[src/rtl/pc_sequencer.sv]
// ============================================================================
// pc_sequencer : instruction-fetch sequencer that owns the architectural PC,
//                issues req/ready fetches, buffers one word, resolves branches.
// Revision     : 1.0  initial release
// ============================================================================
`default_nettype none

module pc_sequencer #(
    parameter logic [15:0] RESET_PC = 16'h0000
) (
    input  logic        clk,
    input  logic        rst_n,
    input  logic        stall,
    output logic        imem_req,
    output logic [15:0] imem_addr,
    input  logic        imem_ready,
    input  logic [15:0] imem_rdata,
    output logic        instr_valid,
    output logic [15:0] instr,
    output logic [15:0] instr_pc,
    input  logic        br_valid,
    input  logic        br_is_reg,
    input  logic [2:0]  br_cond,
    input  logic [8:0]  br_imm,
    input  logic [15:0] br_pc,
    input  logic [15:0] br_reg,
    input  logic [2:0]  flags,
    input  logic        halt,
    output logic        flush,
    output logic        halted,
    output logic [15:0] pc
);

    localparam logic [1:0] S_IDLE   = 2'd0;
    localparam logic [1:0] S_FETCH  = 2'd1;
    localparam logic [1:0] S_DRAIN  = 2'd2;
    localparam logic [1:0] S_HALTED = 2'd3;

    logic [1:0]  state_q, state_d;
    logic [15:0] pc_q, pc_d;
    logic [15:0] addr_q, addr_d;
    logic        pending_q, pending_d;
    logic        buf_valid_q, buf_valid_d;
    logic [15:0] instr_q, instr_d;
    logic [15:0] instr_pc_q, instr_pc_d;
    logic        drain_to_halt_q, drain_to_halt_d;

    logic        taken;
    logic [15:0] target;
    logic        redirect;
    logic        halt_go;

    always_comb begin
        taken = 1'b0;
        case (br_cond)
            3'b000:  taken = !flags[0];
            3'b001:  taken = flags[0];
            3'b010:  taken = !flags[0] && !flags[2];
            3'b011:  taken = flags[2];
            3'b100:  taken = flags[0] || !flags[2];
            3'b101:  taken = flags[2] || flags[0];
            3'b110:  taken = flags[1];
            default: taken = 1'b1;
        endcase
    end

    assign target = br_is_reg ? br_reg
                              : br_pc + 16'd2 + {{7{br_imm[8]}}, br_imm};

    always_ff @(posedge clk or negedge rst_n) begin
        if (!rst_n) begin
            state_q         <= S_IDLE;
            pc_q            <= RESET_PC;
            addr_q          <= RESET_PC;
            pending_q       <= 1'b0;
            buf_valid_q     <= 1'b0;
            instr_q         <= 16'h0000;
            instr_pc_q      <= 16'h0000;
            drain_to_halt_q <= 1'b0;
        end else begin
            state_q         <= state_d;
            pc_q            <= pc_d;
            addr_q          <= addr_d;
            pending_q       <= pending_d;
            buf_valid_q     <= buf_valid_d;
            instr_q         <= instr_d;
            instr_pc_q      <= instr_pc_d;
            drain_to_halt_q <= drain_to_halt_d;
        end
    end

    // A redirect or halt that catches an unfinished transfer must keep the
    // old request alive in DRAIN so the memory handshake is never abandoned.
    always_comb begin
        state_d         = state_q;
        pc_d            = pc_q;
        addr_d          = addr_q;
        pending_d       = pending_q;
        buf_valid_d     = buf_valid_q;
        instr_d         = instr_q;
        instr_pc_d      = instr_pc_q;
        drain_to_halt_d = drain_to_halt_q;
        case (state_q)
            S_IDLE: state_d = S_FETCH;
            S_FETCH: begin
                addr_d = pc_q;
                if (redirect || halt_go) begin
                    buf_valid_d = 1'b0;
                    pending_d   = 1'b0;
                    if (redirect) pc_d = target;
                    if (imem_req && !imem_ready) begin
                        state_d         = S_DRAIN;
                        pending_d       = 1'b1;
                        drain_to_halt_d = halt_go;
                    end else if (halt_go) begin
                        state_d = S_HALTED;
                    end
                end else if (imem_req && imem_ready) begin
                    buf_valid_d = 1'b1;
                    instr_d     = imem_rdata;
                    instr_pc_d  = pc_q;
                    pc_d        = pc_q + 16'd2;
                    pending_d   = 1'b0;
                end else begin
                    if (imem_req) pending_d = 1'b1;
                    if (buf_valid_q && !stall) buf_valid_d = 1'b0;
                end
            end
            S_DRAIN: begin
                if (imem_ready) begin
                    pending_d = 1'b0;
                    state_d   = drain_to_halt_q ? S_HALTED : S_FETCH;
                end
            end
            default: ;
        endcase
    end

    always_comb begin
        imem_req  = 1'b0;
        imem_addr = (state_q == S_DRAIN) ? addr_q : pc_q;
        redirect  = 1'b0;
        halt_go   = 1'b0;
        if (state_q == S_FETCH) begin
            imem_req = pending_q || !buf_valid_q || !stall;
            redirect = br_valid && taken && !stall;
            halt_go  = halt && !br_valid && !stall;
        end else if (state_q == S_DRAIN) begin
            imem_req = 1'b1;
        end
        flush = redirect || halt_go;
    end

    assign instr_valid = buf_valid_q;
    assign instr       = instr_q;
    assign instr_pc    = instr_pc_q;
    assign halted      = (state_q == S_HALTED);
    assign pc          = pc_q;

endmodule

`default_nettype wire

[config.mk]
export PLATFORM = sky130hd
export DESIGN_NAME = pc_sequencer
export DESIGN_NICKNAME = d
export VERILOG_FILES = /design/src/rtl/pc_sequencer.sv
export SDC_FILE = /design/constraint.sdc
export NUM_CORES = 1
export LEC_CHECK = 0
export ABC_AREA = 1
export ABC_CLOCK_PERIOD_IN_PS = 3980
export CAP_MARGIN = 0
export CORE_MARGIN = 1.5
export CORE_UTILIZATION = 50
export DETAILED_ROUTE_END_ITERATION = 12
export GPL_ROUTABILITY_DRIVEN = 0
export PLACE_DENSITY = 0.83
export SLEW_MARGIN = 20
export SYNTH_ARGS = -nofsm -noshare
export SYNTH_HDL_FRONTEND = slang
export SYNTH_SLANG_ARGS = --single-unit
[constraint.sdc]
create_clock -name clk -period 3.98 [get_ports clk]
set_clock_uncertainty 0.1 [all_clocks]
set_input_delay 0.597 -clock clk [delete_from_list [all_inputs] [get_ports clk]]
set_output_delay 0.597 -clock clk [all_outputs]
set_load 0.05 [all_outputs]
==> results.py, run 1 <==
metrics = {
    "status": {
        "outcome": "complete, no violations",
    },
    "floorplanning": {
        "boundaryPins": 138,
        "rows": 35,
        "die_area_sq_mm": 0.0102,
        "die-width_um": 101,
        "core_area_sq_mm": 0.00928,
        "die_y_um": 101,
        "initial_core_util_pct": 51.9,
    },
    "drt": {
        "wl_per_cell_um": 13.1,
        "drt_first_pass_iters": 5,
        "routed-via-count": 4905,
        "antenna_left": 0,
        "viasPerCell": 5.11,
        "routed_wl_mm": 12.5,
        "drc_errors": 0,
        "drt-initial-drc-count": 207,
    },
    "logic_synthesis": {
        "synthCells": 696,
        "synth_compound_area_share_pct": 10.5,
        "synthXorXnorAreaFrac_pct": 2.36,
        "netlist-cell-type-count": 34,
        "synth_area_sq_mm": 0.00482,
        "synth_mux_area_share_pct": 0.415,
        "synth_top_family_by_area": "simple AND/OR/NAND/NOR gates",
        "synth-simple-area-share_pct": 31.4,
        "synth_nets": 801,
        "synth.avg_cell_area_sq_um": 6.93,
        "yosysWarnings": 0,
        "synthAdderAreaFrac_pct": 9.24,
        "ys_ff_latch": 69,
        "ys_seq_area_share_pct": 35.8,
    },
    "cts": {
        "hold_buffers": 0,
        "cts_made_buffers": 9,
        "cts_setup_buffers": 0,
        "path_clk_slew_ns": 0.07,
        "cts_tree": "built",
        "ctsResizeCount": 0,
        "htreeDepth": 3,
        "ctsLongestPathBuffers": 2,
        "clk_latency_ns": 0.35,
        "cts-root-buf": "clkbuf_8",
        "cts.sinks": 69,
    },
    "timing": {
        "rsz0062_at_grt": "no",
        "fin_hold_ws_ns": 0.0997,
        "tns_ns": 0,
        "fmax_ghz": 0.266,
        "finalMaxSlewViolations": 0,
        "slew_headroom_pct": 55.6,
        "tightestPinTransition_ns": 0.666,
        "setup_violations": 0,
        "fin_ws_ns": 0.217,
        "finalHoldViolCount": 0,
        "fin_crit_ns": 3.76,
        "fin_crit_sh_pct": 94.6,
    },
    "layout": {
        "fillers": 782,
        "fin_cells": 960,
        "area_delta_synth_final_pct": 34.8,
        "fin_util_pct": 70.0,
        "drive_gt1_share_pct": 4.57,
        "finalNetCount": 932,
        "ff_latch_area_sq_mm": 0.00173,
        "multi_input_area_sq_mm": 0.00260,
        "num_antenna_cells": 0,
    },
    "global_route": {
        "grt_pass1_wl_mm": 20.7,
        "grt-ovfl-total": 0,
        "grt_use_total_pct": 25.4,
        "grt_max_degree": 47,
        "first_global_vias": 4677,
        "antenna_found_initial": 0,
    },
    "setup_path": {
        "r2r_start": "state_q[1]",
        "cp_max_fo": 34,
        "worst_setup_path_end_kind": "output port",
        "critPathKind": "register to output port",
        "worstPathRequired_ns": 3.28,
        "ff2ff_setup_slack_ns": 1.05,
        "start_kind": "register",
        "timing.rr.end": "instr_pc[5]",
        "arrival_ns": 3.07,
        "r2r_cells": 11,
    },
    "job": {
        "drv_cap": 0,
    },
    "worst_hold_path": {
        "hold_class": "input port to asynchronous set/reset pin",
    },
    "placed_design": {
        "numPlacedInstances": 945,
        "place_worst_setup_slack_ns": 0.475,
        "post-dp-hpwl_mm": 9.86,
        "io_buffers": 137,
    },
    "power": {
        "ir_worst_vdd_v": 0.000141,
        "total_leakage_power_nw": 3.14,
        "powerDensity_mw_per_mm2": 287,
    },
}
kinds of logic (layout without fill, tap and decap cells):
logic type | Yosys count | after routing
xor gates and xnor gates | 13 | 13
adders and majority gates | 35 | 35
DFF | 69 | 69
AOI/OAI and AO/OA | 97 | 97
muxes | 2 | 2
and+or+nand+nor | 358 | 358
buffers and inverters | 122 | 257
layout make-up:
cell class                 instances  share of cell area [%]
clock buffer                       9                    1.91
timing repair buffer             141                    21.5
tap                              129                    2.48
sequential                        69                    26.6
clock inverter                     6                    1.71
inverter                         101                    5.83
multi-input combinational        505                    40.0
routing by layer:
metal / track usage (%) / vias up / part of all wire [%]
met3: 4.49 / 29 / 7.2
met2: 44.3 / 196 / 48
met1: 31.8 / 2211 / 43
met4: 8.87 / 0 / 2.0
met5: 0 / - / 0
li1: - / 2469 / -
sequential cells by signal (all words and copies together), names as in the netlist:
register,cells
addr_q,16
instr,16
instr_pc,16
pc,16
state_q,2
drain_to_halt_q,1
instr_valid,1
pending_q,1
through the flow:
| stage | instance area, sq um | power (mW) |
|---|---|---|
| detailed placement | 6260 | 1.19 |
| floorplan | 4820 | 1.00 |
| global route | 6500 | 1.95 |
| global placement | 6260 | 1.17 |
| CTS | 6500 | 1.87 |
| finish | 6500 | 1.86 |
cells in the mapped netlist, drive strengths merged:
cell type	number	area [sq um]
or2	2	12.5
clkinv	1	3.75
buf	12	81.3
o21ai	75	375
nand4	12	75.1
nand2	233	885
and2	2	12.5
dfrtp	69	1730
xnor2	3	26.3
o211ai	2	15.0
ha	34	425
fa	1	20.0
nor3	2	15.0
a21oi	19	110
nand3b	2	15.0
nand3	52	290
clkbuf	9	33.8
o21a	1	7.51
inv	100	375
xor2	10	87.6
nor2	53	209
mux2i	2	20.0
cells in the final DEF, fill, tap and decap left out, types with 2 or more instances in the layout:
| master | Yosys | layout |
|---|---|---|
| o211ai_1 | 2 | 2 |
| mux2i_1 | 2 | 2 |
| nor2_1 | 51 | 51 |
| bufinv_16 | 0 | 3 |
| inv_1 | 96 | 96 |
| nand3_1 | 49 | 49 |
| inv_2 | 4 | 4 |
| clkbuf_8 | 0 | 9 |
| xor2_1 | 10 | 10 |
| clkdlybuf4s50_1 | 0 | 136 |
| or2_2 | 2 | 2 |
| o21ai_0 | 41 | 41 |
| xnor2_1 | 3 | 3 |
| o21ai_1 | 34 | 34 |
| dfrtp_1 | 69 | 69 |
| a21oi_1 | 15 | 15 |
| ha_1 | 34 | 34 |
| nand2_1 | 231 | 231 |
| nand4_1 | 12 | 12 |
| nand3b_1 | 2 | 2 |
| a21oi_2 | 4 | 4 |
| and2_1 | 2 | 2 |
| buf_4 | 6 | 4 |
| nand3_4 | 2 | 2 |
where the power goes:
| group | switching (mW) | internal [mW] |
|---|---|---|
| Sequential | 0.0160 | 0.710 |
| Combinational | 0.270 | 0.184 |
| Clock | 0.270 | 0.413 |
critical path, cell delays in order (launching register included):
cell and delay (ns):
dfrtp_1 0.42, inv_1 0.11, ha_1 0.28, inv_2 0.25, nor3_2 0.32, nand3_4 0.24
nand2_4 0.24, clkdlybuf4s50_1 0.84
how the worst max path moves through the flow:
stage | start | to | slack (ns) | cells after the start
2_1_floorplan | state_q[0] | imem_addr[11] | 1.23 | 5
5_1_grt | state_q[1] | flush | 0.03 | 7
4_1_cts | state_q[1] | flush | 0.22 | 7
3_5_place_dp | br_cond[1] | flush | 0.47 | 10
3_3_place_gp | br_cond[1] | flush | 0.53 | 10
6_report | state_q[1] | flush | 0.22 | 7
Power figures use the tool's default switching activity.
==> run 2, diff against run 1 <==
--- a/config.mk
+++ b/config.mk
@@ -13,6 +13,7 @@
 export DETAILED_ROUTE_END_ITERATION = 12
 export GPL_ROUTABILITY_DRIVEN = 0
 export PLACE_DENSITY = 0.83
+export SETUP_SLACK_MARGIN = 0.4
 export SLEW_MARGIN = 20
 export SYNTH_ARGS = -nofsm -noshare
 export SYNTH_HDL_FRONTEND = slang
==> results.py, run 2 (synthesis results as in run 1) <==
metrics = {
    "cts": {
        "cts_tree": "built",
        "path_clk_slew_ns": 0.07,
        "clk_latency_ns": 0.35,
        "ctsLongestPathBuffers": 2,
        "cts.sinks": 69,
        "htreeDepth": 3,
        "cts-root-buf": "clkbuf_8",
        "cts_made_buffers": 9,
    },
    "global_route": {
        "grt_use_total_pct": 25.4,
        "grt-ovfl-total": 0,
        "gr-usage-met3_pct": 4.49,
        "use_met1_pct": 31.8,
        "grt_max_degree": 47,
        "antenna_found_initial": 0,
        "busiest_layer": "met2",
        "grt_pass1_wl_mm": 20.7,
        "gr-usage-met2_pct": 44.3,
        "first_global_vias": 4677,
    },
    "layout": {
        "drive_gt1_share_pct": 4.69,
        "finalNetCount": 932,
        "layout_common_cells": "nand2_1, clkdlybuf4s50_1, inv_1",
        "fillers": 783,
        "num_antenna_cells": 0,
        "area_delta_synth_final_pct": 34.7,
        "final_common_cell": "nand2_1",
        "fin_util_pct": 70.0,
    },
    "setup_path": {
        "timing.rr.end": "instr_pc[5]",
        "cp_max_fo": 34,
        "worstSetupStartpoint": "state_q[1]",
        "worstPathRequired_ns": 3.28,
        "ff2ff_setup_slack_ns": 1.05,
        "worst_setup_path_end_kind": "output port",
        "critPathKind": "register to output port",
        "r2r_cells": 11,
        "start_kind": "register",
        "arrival_ns": 2.54,
        "r2r_start": "state_q[1]",
    },
    "floorplanning": {
        "rows": 35,
        "core_area_sq_mm": 0.00928,
        "die-width_um": 101,
        "boundaryPins": 138,
        "die_y_um": 101,
        "initial_core_util_pct": 51.9,
        "die_area_sq_mm": 0.0102,
    },
    "drt": {
        "drt_first_pass_iters": 5,
        "drt-initial-drc-count": 207,
        "wl_per_cell_um": 13.1,
        "drc_errors": 0,
        "antenna_left": 0,
        "viasPerCell": 5.10,
        "routed-via-count": 4899,
        "routed_wl_mm": 12.5,
    },
    "timing": {
        "setup_violations": 0,
        "fin_ws_ns": 0.741,
        "tns_ns": 0,
        "fin_crit_ns": 3.24,
        "fmax_ghz": 0.309,
        "fin_crit_sh_pct": 81.4,
        "finalMaxSlewViolations": 0,
        "finalHoldViolCount": 0,
        "fin_hold_ws_ns": 0.0997,
        "slew_headroom_pct": 55.6,
        "rsz0062_at_grt": "no",
        "tightestPinTransition_ns": 0.666,
    },
    "power": {
        "powerDensity_mw_per_mm2": 287,
        "fin_total_pwr_mw": 1.86,
        "total_leakage_power_nw": 3.14,
        "ir_worst_vdd_v": 0.000141,
    },
    "placed_design": {
        "place_worst_setup_slack_ns": 0.475,
        "post-dp-hpwl_mm": 9.86,
        "io_buffers": 137,
    },
    "worst_hold_path": {
        "hold_class": "input port to asynchronous set/reset pin",
    },
    "status": {
        "outcome": "complete, no violations",
    },
    "job": {
        "drv_cap": 0,
    },
}
## run 2: routing by layer
metal	vias up	part of all wire, %
met3	29	7.1
met5	-	0
met4	0	2.0
met2	194	48
met1	2207	43
li1	2469	-
## run 2: how the worst max path moves through the flow
stage / end / slack, ns / cells after the start
floorplan: imem_addr[11] / 1.23 / 5
global placement: flush / 0.53 / 10
detailed placement: flush / 0.47 / 10
CTS: flush / 0.51 / 7
global route: flush / 0.56 / 7
finish: flush / 0.74 / 7
## run 2: per-stage QoR
step | instances | cell area [sq um]
floorplan | 696 | 4820
global placement | 945 | 6260
detailed placement | 945 | 6260
CTS | 960 | 6500
global route | 960 | 6490
finish | 960 | 6490
## run 2: cell type report
class                   instances  area, sq um  share of cell area [%]
clock buffers                   9          124                    1.91
clock inverters                 6          111                    1.71
inverters                     101          379                    5.84
multi-input cells             505         2600                    40.1
flip-flops and latches         69         1730                    26.6
well taps                     129          161                    2.49
repair buffers                141         1390                    21.4
## run 2: timing repair
action	in CTS	in global routing
pin swaps	0	0
setup buffers	0	0
hold buffers	0	0
endpoints found under the setup margin	1	1
gates resized for setup	1	2
cloned	0	0
## run 2: power breakdown
group / switching (mW) / internal, mW / total (mW)
clock network: 0.270 / 0.413 / 0.684
logic: 0.270 / 0.184 / 0.454
registers: 0.0160 / 0.710 / 0.726
## run 2: critical path, stage by stage (launching register included)
cell	delay [ns]
dfrtp_1	0.42
inv_1	0.11
ha_1	0.28
inv_2	0.25
nor3_2	0.32
nand3_4	0.24
nand2_4	0.24
clkbuf_2	0.32
==> run 3, diff against run 2 <==
--- a/config.mk
+++ b/config.mk
@@ -6,13 +6,13 @@
 export NUM_CORES = 1
 export LEC_CHECK = 0
 export ABC_AREA = 1
-export ABC_CLOCK_PERIOD_IN_PS = 3980
+export ABC_CLOCK_PERIOD_IN_PS = 2790
 export CAP_MARGIN = 0
 export CORE_MARGIN = 1.5
-export CORE_UTILIZATION = 50
+export CORE_UTILIZATION = 44
 export DETAILED_ROUTE_END_ITERATION = 12
 export GPL_ROUTABILITY_DRIVEN = 0
-export PLACE_DENSITY = 0.83
+export PLACE_DENSITY = 0.78
 export SETUP_SLACK_MARGIN = 0.4
 export SLEW_MARGIN = 20
 export SYNTH_ARGS = -nofsm -noshare
==> constraint.sdc (replaced) <==
create_clock -name clk -period 2.79 [get_ports clk]
set_clock_uncertainty 0.1 [all_clocks]
set_input_delay 0.4185 -clock clk [delete_from_list [all_inputs] [get_ports clk]]
set_output_delay 0.4185 -clock clk [all_outputs]
set_load 0.05 [all_outputs]
==> results.py, run 3 (synthesis results as in run 1) <==
metrics = {
    "status": {
        "outcome": "complete, no violations",
    },
    "drt": {
        "drt_first_pass_iters": 5,
        "routed-via-count": 5021,
        "routed_wl_mm": 13.0,
        "drt-initial-drc-count": 370,
        "drc_errors": 0,
        "viasPerCell": 5.09,
        "wl_per_cell_um": 13.2,
        "antenna_left": 0,
    },
    "cts": {
        "htreeDepth": 3,
        "hold_buffers": 0,
        "clk_latency_ns": 0.34,
        "ctsLongestPathBuffers": 2,
        "cts.sinks": 69,
        "cts-root-buf": "clkbuf_8",
        "path_clk_slew_ns": 0.08,
        "cts_tree": "built",
        "cts_made_buffers": 9,
    },
    "placed_design": {
        "numPlacedInstances": 967,
        "post-dp-hpwl_mm": 9.96,
        "io_buffers": 137,
    },
    "global_route": {
        "gr-usage-met3_pct": 4.12,
        "gr-usage-met2_pct": 39.1,
        "first_global_vias": 4737,
        "busiest_layer": "met2",
        "grt_use_total_pct": 22.6,
        "use_met1_pct": 27.3,
        "grt_max_degree": 66,
        "grt_pass1_wl_mm": 21.1,
        "antenna_found_initial": 0,
        "grt-ovfl-total": 0,
    },
    "floorplanning": {
        "boundaryPins": 138,
        "rows": 38,
        "initial_core_util_pct": 44.9,
        "die_y_um": 108,
        "die_area_sq_mm": 0.0116,
        "core_area_sq_mm": 0.0107,
        "die-width_um": 108,
    },
    "layout": {
        "finalNetCount": 946,
        "drive_gt1_share_pct": 10.8,
        "fin_cells": 986,
        "fillers": 913,
        "area_delta_synth_final_pct": 43.6,
        "final_common_cell": "nand2_1",
        "num_antenna_cells": 0,
        "layout_common_cells": "nand2_1, clkdlybuf4s50_1, inv_1",
    },
    "timing": {
        "finalMaxSlewViolations": 0,
        "slew_headroom_pct": 50.0,
        "setup_violations": 0,
        "fin_hold_ws_ns": 0.0388,
        "fmax_ghz": 0.423,
        "finalHoldViolCount": 0,
        "fin_crit_sh_pct": 84.7,
        "fin_crit_ns": 2.36,
        "tightestPinTransition_ns": 0.750,
        "rsz0062_at_grt": "yes",
    },
    "setup_path": {
        "cp_num_buf_inv": 3,
        "worstPathRequired_ns": 2.27,
        "critPathKind": "register to output port",
        "cp_max_fo": 7,
        "crit_chain": "inv_1, ha_2, inv_2, nor3_4, nand3_4, nand2_8, buf_12",
        "max_stage_delay_ns": 0.42,
        "start_kind": "register",
        "worst_setup_path_end_kind": "output port",
        "cpLargestDelayFamily": "simple AND/OR/NAND/NOR gates",
        "arrival_ns": 1.85,
        "crit_path_top_delay_cell": "dfrtp_1",
    },
    "power": {
        "p_seq_share_pct": 38.5,
        "p_clk_share_pct": 34.5,
        "total_leakage_power_nw": 3.34,
        "ir_worst_vdd_v": 0.000268,
        "fin_total_pwr_mw": 2.69,
        "intPower_mw": 1.89,
        "powerDensity_mw_per_mm2": 389,
        "switching_share_pct": 29.9,
        "pwr-share-comb_pct": 27.0,
        "p_switching_uw": 805,
    },
    "job": {
        "drv_cap": 0,
    },
    "worst_hold_path": {
        "hold_class": "input port to asynchronous set/reset pin",
    },
}
[run 3: final timing paths]
kind | endpoint | from | cells past startpoint | slack (ns)
worst min register to register | addr_q[9] | addr_q[9] | 2 | 0.39
worst min-delay path | instr[12] | rst_n | 1 | 0.04
worst max register to register | instr[4] | state_q[1] | 10 | 0.56
min in group clk | addr_q[9] | addr_q[9] | 2 | 0.39
max in group asynchronous | pc[15] | rst_n | 2 | 1.88
worst max-delay path | flush | state_q[1] | 7 | 0.43
[run 3: power groups by stage]
| stage | clock network, mW | registers [mW] | logic (mW) |
|---|---|---|---|
| detailed placement | 0 | 1.05 | 0.694 |
| global route | 1.01 | 1.04 | 0.796 |
| floorplan | 0 | 1.10 | 0.338 |
| global placement | 0 | 1.05 | 0.679 |
| finish | 0.929 | 1.03 | 0.727 |
| CTS | 0.953 | 1.03 | 0.700 |
[run 3: area by class of cell]
cell class | count | area, sq um | area share, %
Tap cell | 140 | 175 | 2.53
Inverter | 101 | 379 | 5.47
Timing Repair Buffer | 155 | 1710 | 24.8
Clock inverter | 5 | 81.3 | 1.17
Clock buffer | 11 | 151 | 2.19
Multi-Input combinational cell | 505 | 2700 | 39.0
Sequential cell | 69 | 1730 | 24.9
[run 3: per-stage QoR]
| stage | area [sq um] | TNS [ns] | utilization [%] | setup WS, ns |
|---|---|---|---|---|
| floorplan | 4820 | 0 | - | 0.219 |
| global placement | 6570 | -0.0186 | 61.1 | -0.0186 |
| detailed placement | 6570 | -0.244 | 61.1 | -0.0653 |
| CTS | 6820 | 0 | 63.5 | 0.303 |
| global route | 6930 | 0 | 64.5 | 0.303 |
| finish | 6930 | 0 | 64.5 | 0.426 |
[run 3: timing repair]
item	in CTS	in global routing
setup buffers	0	3
gates cloned	0	0
setup endpoints to repair	11	49
resized for setup	8	29
pin swaps	0	8
endpoints found under the hold margin	0	0
[run 3: layer usage]
layer / wire (um) / part of all wire [%] / vias up
met3: 889 / 6.9 / 24
met2: 6260 / 48 / 209
met1: 5590 / 43 / 2295
met4: 238 / 1.8 / 0
li1: - / - / 2493
met5: 0 / 0 / -
